==> src/rtl/uart_rx_ctrl.sv <==
// Oversampled UART receiver: validates the start bit at half-bit, samples data mid-bit,
// checks optional parity and one or two stop bits, and delivers each frame with a valid strobe.
module uart_rx_ctrl #(
   parameter int DATA_BITS  = 8,
   parameter int OVERSAMPLE = 16,
   parameter int TCW        = $clog2(OVERSAMPLE)
) (
   input  logic                 clk,
   input  logic                 rstn,
   input  logic                 baud_tick,
   input  logic                 rx,
   input  logic                 parity_en,
   input  logic                 parity_odd,
   input  logic                 two_stop,
   output logic [DATA_BITS-1:0] rx_data,
   output logic                 rx_valid,
   output logic                 parity_err,
   output logic                 frame_err,
   output logic                 busy
);

   localparam int             BCW       = $clog2(DATA_BITS);
   localparam logic [TCW-1:0] HALF_LAST = TCW'(OVERSAMPLE / 2 - 1);
   localparam logic [TCW-1:0] FULL_LAST = TCW'(OVERSAMPLE - 1);
   localparam logic [BCW-1:0] BIT_LAST  = BCW'(DATA_BITS - 1);

   typedef enum logic [2:0] {
      IDLE,
      START,
      DATA,
      PARITY,
      STOP
   } state_t;

   state_t               state_reg;
   logic [TCW-1:0]       tick_cnt_reg;
   logic [BCW-1:0]       bit_cnt_reg;
   logic [DATA_BITS-1:0] shift_reg;
   logic                 armed_reg;
   logic                 par_en_reg;
   logic                 par_odd_reg;
   logic                 two_stop_reg;
   logic                 stop_cnt_reg;
   logic                 perr_reg;
   logic                 ferr_reg;

   logic half_tick;
   logic full_tick;

   assign half_tick = baud_tick && (tick_cnt_reg == HALF_LAST);
   assign full_tick = baud_tick && (tick_cnt_reg == FULL_LAST);
   assign busy      = (state_reg != IDLE);

   always_ff @(posedge clk or negedge rstn) begin
      if (!rstn) begin
         state_reg    <= IDLE;
         tick_cnt_reg <= '0;
         bit_cnt_reg  <= '0;
         shift_reg    <= '0;
         armed_reg    <= 1'b0;
         par_en_reg   <= 1'b0;
         par_odd_reg  <= 1'b0;
         two_stop_reg <= 1'b0;
         stop_cnt_reg <= 1'b0;
         perr_reg     <= 1'b0;
         ferr_reg     <= 1'b0;
         rx_data      <= '0;
         rx_valid     <= 1'b0;
         parity_err   <= 1'b0;
         frame_err    <= 1'b0;
      end else begin
         rx_valid <= 1'b0;
         case (state_reg)
            IDLE: begin
               tick_cnt_reg <= '0;
               // A low line only counts as a start once it has been seen idle-high,
               // so a break held after a frame cannot retrigger the receiver.
               if (rx) begin
                  armed_reg <= 1'b1;
               end else if (armed_reg) begin
                  armed_reg    <= 1'b0;
                  state_reg    <= START;
                  par_en_reg   <= parity_en;
                  par_odd_reg  <= parity_odd;
                  two_stop_reg <= two_stop;
                  perr_reg     <= 1'b0;
                  ferr_reg     <= 1'b0;
               end
            end

            START: begin
               if (half_tick) begin
                  tick_cnt_reg <= '0;
                  bit_cnt_reg  <= '0;
                  state_reg    <= rx ? IDLE : DATA;
               end else if (baud_tick) begin
                  tick_cnt_reg <= tick_cnt_reg + TCW'(1);
               end
            end

            DATA: begin
               if (full_tick) begin
                  tick_cnt_reg <= '0;
                  shift_reg    <= {rx, shift_reg[DATA_BITS-1:1]};
                  if (bit_cnt_reg == BIT_LAST) begin
                     stop_cnt_reg <= 1'b0;
                     state_reg    <= par_en_reg ? PARITY : STOP;
                  end else begin
                     bit_cnt_reg <= bit_cnt_reg + BCW'(1);
                  end
               end else if (baud_tick) begin
                  tick_cnt_reg <= tick_cnt_reg + TCW'(1);
               end
            end

            PARITY: begin
               if (full_tick) begin
                  tick_cnt_reg <= '0;
                  perr_reg     <= (^shift_reg) ^ rx ^ par_odd_reg;
                  stop_cnt_reg <= 1'b0;
                  state_reg    <= STOP;
               end else if (baud_tick) begin
                  tick_cnt_reg <= tick_cnt_reg + TCW'(1);
               end
            end

            STOP: begin
               if (full_tick) begin
                  tick_cnt_reg <= '0;
                  // Completing mid-stop-bit leaves half a bit to re-arm for a back-to-back frame.
                  if (two_stop_reg && !stop_cnt_reg) begin
                     stop_cnt_reg <= 1'b1;
                     ferr_reg     <= ferr_reg | ~rx;
                  end else begin
                     rx_valid   <= 1'b1;
                     rx_data    <= shift_reg;
                     parity_err <= perr_reg;
                     frame_err  <= ferr_reg | ~rx;
                     state_reg  <= IDLE;
                  end
               end else if (baud_tick) begin
                  tick_cnt_reg <= tick_cnt_reg + TCW'(1);
               end
            end

            default: begin
               state_reg <= IDLE;
            end
         endcase
      end
   end

endmodule
==> config.mk <==
export PLATFORM = sky130hd
export DESIGN_NAME = uart_rx_ctrl
export DESIGN_NICKNAME = d
export VERILOG_FILES = /design/src/rtl/uart_rx_ctrl.sv
export SDC_FILE = /design/constraint.sdc
export NUM_CORES = 1
export LEC_CHECK = 0
export CAP_MARGIN = 10
export CORE_MARGIN = 5
export CORE_UTILIZATION = 55
export DETAILED_ROUTE_END_ITERATION = 10
export HOLD_SLACK_MARGIN = 0.08
export PLACE_DENSITY = 0.79
export SYNTH_ARGS = -nofsm -noshare
export SYNTH_HDL_FRONTEND = slang
export SYNTH_SLANG_ARGS = --single-unit
export TNS_END_PERCENT = 50
==> constraint.sdc <==
create_clock -name clk -period 2.36 [get_ports clk]
set_input_delay 0.472 -clock clk [delete_from_list [all_inputs] [get_ports clk]]
set_output_delay 0.472 -clock clk [all_outputs]
set_load 0.05 [all_outputs]
==> results of run 1 <==
==> timing repair <==
item	CTS	global route
gates resized for setup	0	1
endpoints found under the setup margin	0	1
hold buffers	0	0
==> cells in the final DEF, fill, tap and decap left out, types with 3 or more instances in the layout <==
cell | netlist | layout
xnor2_1 | 6 | 6
o21ai_0 | 12 | 12
nand2_1 | 11 | 11
dfrtp_1 | 36 | 36
buf_4 | 0 | 7
a21oi_1 | 3 | 3
mux2i_1 | 3 | 3
mux2_4 | 3 | 3
mux2_2 | 20 | 20
clkdlybuf4s50_1 | 0 | 17
nor2_1 | 8 | 8
inv_1 | 5 | 5
nand3_1 | 6 | 6
clkbuf_4 | 0 | 5
ha_1 | 3 | 3
and3_1 | 3 | 3
==> metal layers <==
metal	wire, microns	global-route usage (%)	vias up
met4	71	7.34	0
met3	186	5.82	8
met1	1580	22.6	648
met5	0	0	-
li1	-	-	621
met2	1710	27.6	34
==> area by class of cell <==
cell class / instances / area [sq um]
clock buffers: 5 / 37.5
multi-input cells: 112 / 860
repair buffers: 25 / 235
well taps: 46 / 57.6
flip-flops and latches: 36 / 901
inverters: 5 / 18.8
clock inverters: 3 / 18.8
fillers: 276 / 1160
==> worst paths after layout <==
check | end | startpoint | slack [ns]
max reg2reg | bit_cnt_reg[0]$_DFFE_PN0P_ | bit_cnt_reg[0]$_DFFE_PN0P_ | 0.45
min reg2reg | stop_cnt_reg$_DFFE_PN0P_ | stop_cnt_reg$_DFFE_PN0P_ | 0.48
min | stop_cnt_reg$_DFFE_PN0P_ | stop_cnt_reg$_DFFE_PN0P_ | 0.48
min in group asynchronous | bit_cnt_reg[0]$_DFFE_PN0P_ | rstn | 0.52
max | frame_err | frame_err$_DFFE_PN0P_ | 0.36
max in group asynchronous | shift_reg[3]$_DFFE_PN0P_ | rstn | 1.51
==> per-stage QoR <==
step	std cells	setup WS [ns]	total power [uW]
3_3_place_gp	224	0.321	1340
2_1_floorplan	163	0.503	1220
5_1_grt	232	0.302	1820
6_report	232	0.356	1690
4_1_cts	232	0.0297	1710
3_5_place_dp	224	0.295	1370
==> power by group <==
| group | total, uW | internal, uW | switching, uW |
|---|---|---|---|
| combinational | 543 | 266 | 276 |
| clock | 331 | 114 | 217 |
| sequential | 821 | 716 | 105 |
| total | 1690 | 1100 | 598 |
==> cells by family after synthesis <==
logic type / Yosys count
fa+ha+maj: 4
buf+inv: 15
xor+xnor: 8
simple gates: 45
compound gates: 29
flops: 36
mux: 26
==> results.py, run 1 <==
metrics = {
    "run_status": {
        "status": "finished, final reports clean",
    },
    "final_layout": {
        "fin_area_sq_um": 2130,
        "final_nets": 195,
        "fin_util_pct": 64.8,
        "area_growth_pct": 16.7,
        "drive_gt1_share_pct": 22.0,
        "antenna_cells": 0,
    },
    "setup_path": {
        "crit_chain": "clkdlybuf4s50_1",
        "path_buf_inv": 1,
        "criticalPathCategory": "flip-flop to output pin",
        "arrival_ns": 1.53,
        "r2r_cells": 6,
        "max_stage_delay_ns": 0.81,
        "worstPathRequired_ns": 1.89,
        "cp.depth": 1,
        "slowest_stage": "clkdlybuf4s50_1",
        "worst_setup_path_start_kind": "flip-flop",
        "critical_path.max_fanout": 2,
        "critPathTopFamily": "buffers and inverters",
        "endpoint_kind": "output pin",
    },
    "grt": {
        "grt_pass1_vias": 1311,
        "grt_max_degree": 37,
        "globalRouteOverflowTotal": 0,
        "grt_pass1_wl_mm": 5.98,
        "grt_usage_pct": 17.7,
        "antenna_found_initial": 0,
    },
    "timing": {
        "hold_ws_ns": 0.484,
        "rsz0062_at_grt": "false",
        "fin_skew_ns": 0.0131,
        "setup_viol": 0,
        "fin_crit_sh_pct": 84.9,
        "fin_crit_ns": 2.00,
        "max-slew-margin-rel_pct": 66.1,
        "finalMaxSlewViolations": 0,
        "hold_viol_final": 0,
        "fin_setup_tns_ns": 0,
        "worstMarginPinSlew_ns": 0.507,
        "fmaxAchievable_ghz": 0.499,
    },
    "synth": {
        "synthAdderAreaFrac_pct": 2.61,
        "synth_area_sq_um": 1820,
        "async_flop_share_pct": 100,
        "synth.net_count": 173,
        "syn_area_per_cell_sq_um": 11.2,
        "synth.distinct_cells": 41,
        "synthTopCellsByCount": "dfrtp_1, mux2_2, o21ai_0",
        "syn_inst": 163,
        "synth_warnings": 0,
        "synth-compound-area-share_pct": 10.1,
        "yosys.area.top_type": "dfrtp_1",
        "synth_top_cell_area_share_pct": 49.4,
        "synth_top_family_by_area": "multiplexers",
        "yosys_most_used_dff": "dfrtp_1",
        "synth_simple_gate_area_share_pct": 13.4,
        "muxShareOfSynthArea_pct": 16.5,
        "synth-seq-area-share_pct": 49.4,
        "synth-seq-cells": 36,
        "synth_xor_area_share_pct": 4.60,
        "synth_edf_count": 0,
        "synth_most_common_cell": "dfrtp_1",
        "synth_area_leaders": "dfrtp_1, mux2_2, o21ai_0",
    },
    "floorplanning": {
        "die_area_sq_um": 4570,
        "core_area_sq_um": 3280,
        "io_pins": 19,
        "die_h_microns": 67.6,
        "die_w_microns": 67.6,
        "num_rows": 21,
        "initial_core_util_pct": 55.5,
    },
    "clocking": {
        "cts_root_buffer": "clkbuf_4",
        "cts_buffers": 5,
        "cts.path.max_buffers": 2,
        "clk_pin_slew_ns": 0.12,
        "cts_tree": "yes",
        "post_cts_buffers": 0,
        "clock_latency_ns": 0.35,
        "cts-htree-levels": 2,
        "clock_sinks": 36,
    },
    "placed_design": {
        "placed_cell_area_sq_um": 2070,
        "port_buffers": 18,
        "place.gp.congestion": 0.808,
        "hpwl_mm": 2.57,
    },
    "route": {
        "wl_mm": 3.55,
        "vias_per_cell": 5.65,
        "post_drt_wl_per_cell_microns": 15.3,
        "drt_iter0_markers": 99,
        "first_pass_iters": 5,
        "ant_nets": 0,
        "drc": 0,
        "vias": 1311,
    },
    "power_and_ir_drop": {
        "power_density_nw_per_um2": 796,
        "ir_drop_uv": 372,
        "leakage_uw": 0.00102,
    },
    "job": {
        "cap_violations": 0,
    },
    "min_path": {
        "worstHoldPathType": "flip-flop to flip-flop",
        "holdPathStages": 1,
    },
}
(Power assumes the default switching activity.)
==> run 2: changes to the inputs <==
--- a/config.mk
+++ b/config.mk
@@ -7,10 +7,10 @@
 export LEC_CHECK = 0
 export CAP_MARGIN = 10
 export CORE_MARGIN = 5
-export CORE_UTILIZATION = 55
+export CORE_UTILIZATION = 50
 export DETAILED_ROUTE_END_ITERATION = 10
 export HOLD_SLACK_MARGIN = 0.08
-export PLACE_DENSITY = 0.79
+export PLACE_DENSITY = 0.76
 export SYNTH_ARGS = -nofsm -noshare
 export SYNTH_HDL_FRONTEND = slang
 export SYNTH_SLANG_ARGS = --single-unit
==> constraint.sdc (replaced) <==
create_clock -name clk -period 1.8 [get_ports clk]
set_input_delay 0.36 -clock clk [delete_from_list [all_inputs] [get_ports clk]]
set_output_delay 0.36 -clock clk [all_outputs]
set_load 0.05 [all_outputs]
==> run 2 against run 1 <==
  * Via count is 3.5% higher
  * Sequential share of layout area is 2.5 points lower
  * Hold slack worse by 0.0069 ns
  * Largest power group unchanged
  * Largest cell class unchanged
  * Non-clock buffer count is 11 higher
  * First-iteration DRC count is 27% lower
==> results.py, run 2 (synthesized netlist as in run 1, its figures left out) <==
metrics = {
    "power_and_ir_drop": {
        "combPwrFrac_pct": 35.6,
        "power_frac_clock_pct": 23.0,
        "switching_share_pct": 33.3,
        "power_density_nw_per_um2": 1150,
        "leakage_uw": 0.00111,
        "switchingPower_uw": 867,
        "cell_internal_pwr_uw": 1740,
        "seqPwrFrac_pct": 41.5,
        "ir_drop_uv": 673,
    },
    "timing": {
        "hold_viol_final": 0,
        "max-slew-margin-rel_pct": 69.9,
        "fin_crit_ns": 1.76,
        "setup_ws_ns": 0.0442,
        "setup_viol": 0,
        "finalMaxSlewViolations": 0,
        "worstMarginPinSlew_ns": 0.452,
        "fin_crit_sh_pct": 97.5,
        "fmaxAchievable_ghz": 0.570,
        "fin_skew_ns": 0.00628,
    },
    "setup_path": {
        "max_stage_delay_ns": 0.39,
        "worstPathRequired_ns": 1.44,
        "critical_path.max_fanout": 2,
        "cpMostUsedCell": "buf_4",
        "path_buf_inv": 2,
        "critPathTopFamily": "flip-flops",
        "crit_chain": "or3_4, buf_4, buf_4",
        "endpoint_kind": "output pin",
        "criticalPathCategory": "flip-flop to output pin",
        "slowest_stage": "dfrtp_1",
        "arrival_ns": 1.40,
        "worst_setup_path_start_kind": "flip-flop",
    },
    "final_layout": {
        "fillers": 293,
        "area_growth_pct": 24.2,
        "antenna_cells": 0,
        "fin_area_sq_um": 2260,
        "final_common_cell": "dfrtp_1",
        "final_cell_mix": "dfrtp_1, buf_4, mux2_2, nand2_1, o21ai_0",
        "final_nets": 206,
        "drive_gt1_share_pct": 36.5,
        "final_cells": 245,
    },
    "placed_design": {
        "place.gp.congestion": 0.778,
        "hpwl_mm": 2.80,
        "place_inst": 236,
        "placed_cell_area_sq_um": 2130,
        "port_buffers": 18,
        "post-place-ws_ns": -0.242,
    },
    "job": {
        "cap_violations": 0,
    },
    "grt": {
        "antenna_found_initial": 0,
        "grt_pass1_vias": 1403,
        "globalRouteOverflowTotal": 0,
        "grt_usage_pct": 17.8,
        "grt_pass1_wl_mm": 6.84,
        "grt_max_degree": 37,
    },
    "clocking": {
        "clock_latency_ns": 0.29,
        "cts_root_buffer": "clkbuf_8",
        "holdBufCountCts": 0,
        "clock_sinks": 36,
        "cts.path.max_buffers": 2,
        "cts_tree": "yes",
        "cts_buffers": 5,
        "cts-htree-levels": 2,
        "clk_pin_slew_ns": 0.07,
    },
    "route": {
        "ant_nets": 0,
        "drc": 0,
        "vias_per_cell": 5.54,
        "wl_mm": 4.02,
        "vias": 1357,
        "post_drt_wl_per_cell_microns": 16.4,
        "drt_iter0_markers": 72,
        "first_pass_iters": 4,
    },
    "floorplanning": {
        "io_pins": 19,
        "num_rows": 22,
        "die_w_microns": 70.4,
        "die_h_microns": 70.4,
        "core_area_sq_um": 3610,
        "initial_core_util_pct": 50.6,
        "die_area_sq_um": 4950,
    },
    "run_status": {
        "status": "finished, final reports clean",
    },
    "min_path": {
        "worstHoldPathType": "primary input to async pin",
    },
}
## run 2: cell count changes in the layout (fill, tap and decap cells not counted), sizes merged
| cell | previous run | this run |
|---|---|---|
| buf | 7 | 30 |
| clkbuf | 5 | 7 |
| clkdlybuf4s50 | 17 | 6 |
| clkinv | 3 | 0 |
| clkinvlp | 0 | 1 |
| dlymetal6s2s | 1 | 0 |
## run 2: cell type report
| type | instances | area, sq um | area share [%] |
|---|---|---|---|
| clock buffer | 7 | 86.3 | 3.81 |
| clock inverter | 1 | 7.51 | 0.332 |
| inverter | 5 | 18.8 | 0.829 |
| multi-input combinational | 112 | 885 | 39.1 |
| sequential | 36 | 901 | 39.8 |
| tap | 48 | 60.1 | 2.65 |
| timing repair buffer | 36 | 305 | 13.5 |
## run 2: per-layer routing
layer	share of wire [%]	global-route usage, %	vias up
met5	0	0	-
met1	42	22.0	671
li1	-	-	649
met2	52	29.2	30
met4	1.9	8.30	0
met3	4.0	4.03	7
## run 2: worst reg2reg max path: cells and delay by family, from the launching register on
family          cells  cell delay [ns]
simple gates        2             0.50
flops               1             0.41
fa+ha+maj           2             0.37
mux                 1             0.28
compound gates      1             0.09
## run 2: power groups by stage
| stage | clock [uW] | sequential, uW | combinational [uW] |
|---|---|---|---|
| 2_1_floorplan | 0 | 1050 | 558 |
| 3_3_place_gp | 0 | 1080 | 796 |
| 3_5_place_dp | 0 | 1090 | 847 |
| 4_1_cts | 618 | 1070 | 872 |
| 5_1_grt | 654 | 1090 | 1020 |
| 6_report | 598 | 1080 | 926 |
## run 2: metrics by stage
step	utilization [%]	hold WS [ns]	total power, uW	setup TNS (ns)
floorplan	-	0.0644	1610	-0.0536
global placement	59.1	0.465	1870	-2.24
detailed placement	59.1	0.481	1930	-2.90
CTS	61.9	0.484	2560	0
global route	62.8	0.520	2770	-0.00205
finish	62.8	0.477	2600	0
## run 2: what timing repair did
item	4_1_cts	5_1_grt
buffers inserted	0	1
gates resized for setup	6	10
pin swaps	0	3
endpoints found under the setup margin	7	20
## run 2: worst paths after layout
path                       slack (ns)                         end                        from  cells past startpoint
max                              0.04                        busy    state_reg[2]$_DFFE_PN0P_                      3
min                              0.48       armed_reg$_DFFE_PN0N_                        rstn                      2
max reg2reg                      0.05  bit_cnt_reg[0]$_DFFE_PN0P_  bit_cnt_reg[0]$_DFFE_PN0P_                      6
min reg2reg                      0.49        ferr_reg$_DFFE_PN0P_        ferr_reg$_DFFE_PN0P_                      1
max in group asynchronous        1.00    shift_reg[7]$_DFFE_PN0P_                        rstn                      2
min in group clk                 0.49        ferr_reg$_DFFE_PN0P_        ferr_reg$_DFFE_PN0P_                      1
==> run 3: changes to the inputs <==
--- a/config.mk
+++ b/config.mk
@@ -7,10 +7,11 @@
 export LEC_CHECK = 0
 export CAP_MARGIN = 10
 export CORE_MARGIN = 5
-export CORE_UTILIZATION = 50
+export CORE_UTILIZATION = 55
 export DETAILED_ROUTE_END_ITERATION = 10
 export HOLD_SLACK_MARGIN = 0.08
-export PLACE_DENSITY = 0.76
+export PLACE_DENSITY = 0.79
+export SKIP_LAST_GASP = 1
 export SYNTH_ARGS = -nofsm -noshare
 export SYNTH_HDL_FRONTEND = slang
 export SYNTH_SLANG_ARGS = --single-unit
==> constraint.sdc (replaced) <==
create_clock -name clk -period 1.9 [get_ports clk]
set_input_delay 0.38 -clock clk [delete_from_list [all_inputs] [get_ports clk]]
set_output_delay 0.38 -clock clk [all_outputs]
set_load 0.02 [all_outputs]
==> run 3 against run 2 <==
  * Via count decreased by 0.44%
  * Global-route usage up 1.0 points
  * Non-clock buffer count decreased by 4
  * Total power shrank 18%
  * Clock power down 32%
  * Combinational power decreased by 25%
  * Die area shrank 7.8%
  * Critical path depth shrank 1
  * Worst setup slack improved by 0.022 ns
  * Critical endpoint unchanged
  * Largest cell class unchanged
  * Largest power group unchanged
==> results.py, run 3 (synthesized netlist as in run 1, its figures left out) <==
metrics = {
    "floorplanning": {
        "die_h_microns": 67.6,
        "initial_core_util_pct": 55.5,
        "num_rows": 21,
        "io_pins": 19,
        "die_w_microns": 67.6,
        "die_area_sq_um": 4570,
        "core_area_sq_um": 3280,
    },
    "timing": {
        "worstMarginPinSlew_ns": 0.452,
        "fin_crit_sh_pct": 96.5,
        "finalMaxSlewViolations": 0,
        "hold_ws_ns": 0.433,
        "max-slew-margin-rel_pct": 69.5,
        "fin_crit_ns": 1.83,
        "hold_viol_final": 0,
        "setup_viol": 0,
        "setup_ws_ns": 0.0661,
        "fmaxAchievable_ghz": 0.545,
        "fin_skew_ns": 0.0163,
        "rsz0062_at_grt": "true",
    },
    "final_layout": {
        "final_cells": 239,
        "final_cell_mix": "dfrtp_1, mux2_2, clkdlybuf4s50_1, buf_4, o21ai_0",
        "seqCellArea_sq_um": 901,
        "final_nets": 202,
        "fin_area_sq_um": 2180,
        "multiInputGateArea_sq_um": 862,
        "drive_gt1_share_pct": 25.4,
        "area_growth_pct": 19.6,
        "fillers": 250,
        "final_common_cell": "dfrtp_1",
        "antenna_cells": 0,
    },
    "grt": {
        "grt_pass1_wl_mm": 6.24,
        "antenna_found_initial": 0,
        "grt_pass1_vias": 1386,
        "grt_usage_pct": 18.8,
        "grt_max_degree": 37,
        "globalRouteOverflowTotal": 0,
    },
    "route": {
        "vias_per_cell": 5.65,
        "post_drt_wl_per_cell_microns": 15.3,
        "drc": 0,
        "ant_nets": 0,
        "drt_iter0_markers": 122,
        "first_pass_iters": 4,
        "vias": 1351,
        "wl_mm": 3.65,
    },
    "clocking": {
        "cts.path.max_buffers": 2,
        "clock_latency_ns": 0.35,
        "cts-htree-levels": 2,
        "cts-resized-gates": 1,
        "cts_buffers": 5,
        "post_cts_buffers": 0,
        "cts_root_buffer": "clkbuf_4",
        "clock_sinks": 36,
        "holdBufCountCts": 0,
        "clk_pin_slew_ns": 0.11,
        "cts_tree": "yes",
    },
    "setup_path": {
        "r2r-end": "bit_cnt_reg[0]$_DFFE_PN0P_",
        "critical_path.max_fanout": 3,
        "ff2ff_setup_slack_ns": 0.07,
        "r2r_cells": 6,
        "reg2reg_from": "bit_cnt_reg[0]$_DFFE_PN0P_",
        "worstPathRequired_ns": 1.52,
        "worst_setup_path_start_kind": "flip-flop",
        "arrival_ns": 1.45,
        "critPathLaunch": "state_reg[0]$_DFFE_PN0P_",
        "endpoint_kind": "output pin",
        "criticalPathCategory": "flip-flop to output pin",
    },
    "min_path": {
        "worstHoldPathType": "primary input to async pin",
    },
    "power_and_ir_drop": {
        "switchingPower_uw": 740,
        "p_total_uw": 2120,
        "seqPwrFrac_pct": 48.1,
        "ir_drop_uv": 514,
        "power_density_nw_per_um2": 973,
        "combPwrFrac_pct": 32.7,
        "power_frac_clock_pct": 19.2,
        "switching_share_pct": 34.9,
        "leakage_uw": 0.00105,
        "cell_internal_pwr_uw": 1380,
    },
    "placed_design": {
        "port_buffers": 18,
        "hpwl_mm": 2.65,
        "place.gp.congestion": 0.786,
        "placed_cell_area_sq_um": 2120,
        "place_inst": 231,
        "post-place-ws_ns": -0.0973,
    },
    "run_status": {
        "status": "finished, final reports clean",
    },
    "job": {
        "cap_violations": 0,
    },
}
[run 3: power by group through the flow]
| stage | combinational [uW] | sequential [uW] | clock, uW |
|---|---|---|---|
| 2_1_floorplan | 517 | 994 | 0 |
| 3_3_place_gp | 652 | 1020 | 0 |
| 3_5_place_dp | 696 | 1030 | 0 |
| 4_1_cts | 696 | 1020 | 416 |
| 5_1_grt | 772 | 1040 | 459 |
| 6_report | 694 | 1020 | 407 |
[run 3: worst max-delay path, cell delays in order (launching register included)]
cell           delay [ns]
dfrtp_1              0.39
or3_4                0.40
dlygate4sd2_1        0.33
[run 3: worst max-delay path by stage]
| stage | depth (start not counted) | to |
|---|---|---|
| detailed placement | 5 | rx_data[1]$_DFFE_PN0P_ |
| CTS | 2 | busy |
| global route | 2 | busy |
| finish | 2 | busy |
| global placement | 5 | state_reg[0]$_DFFE_PN0P_ |
| floorplan | 4 | par_en_reg$_DFFE_PN0P_ |
[run 3: cell type report]
cell class,count,area share (%)
flip-flops and latches,36,41.3
multi-input cells,112,39.6
repair buffers,32,13.0
well taps,46,2.64
clock buffers,5,1.72
clock inverters,3,0.861
inverters,5,0.861
[run 3: layer usage]
layer,vias to the layer above,share of wire (%),global-route usage [%]
li1,639,-,-
met1,678,43,22.1
met2,25,50,30.6
met3,9,4.1,6.16
met4,0,2.1,9.37
met5,-,0,0
[run 3: through the flow]
step                      TNS, ns  util (%)
final                           0      66.4
after global routing      -0.0129      66.4
after CTS                       0      66.3
after detailed placement    -1.37      64.6
after global placement     -0.307      64.6
after floorplan                 0         -
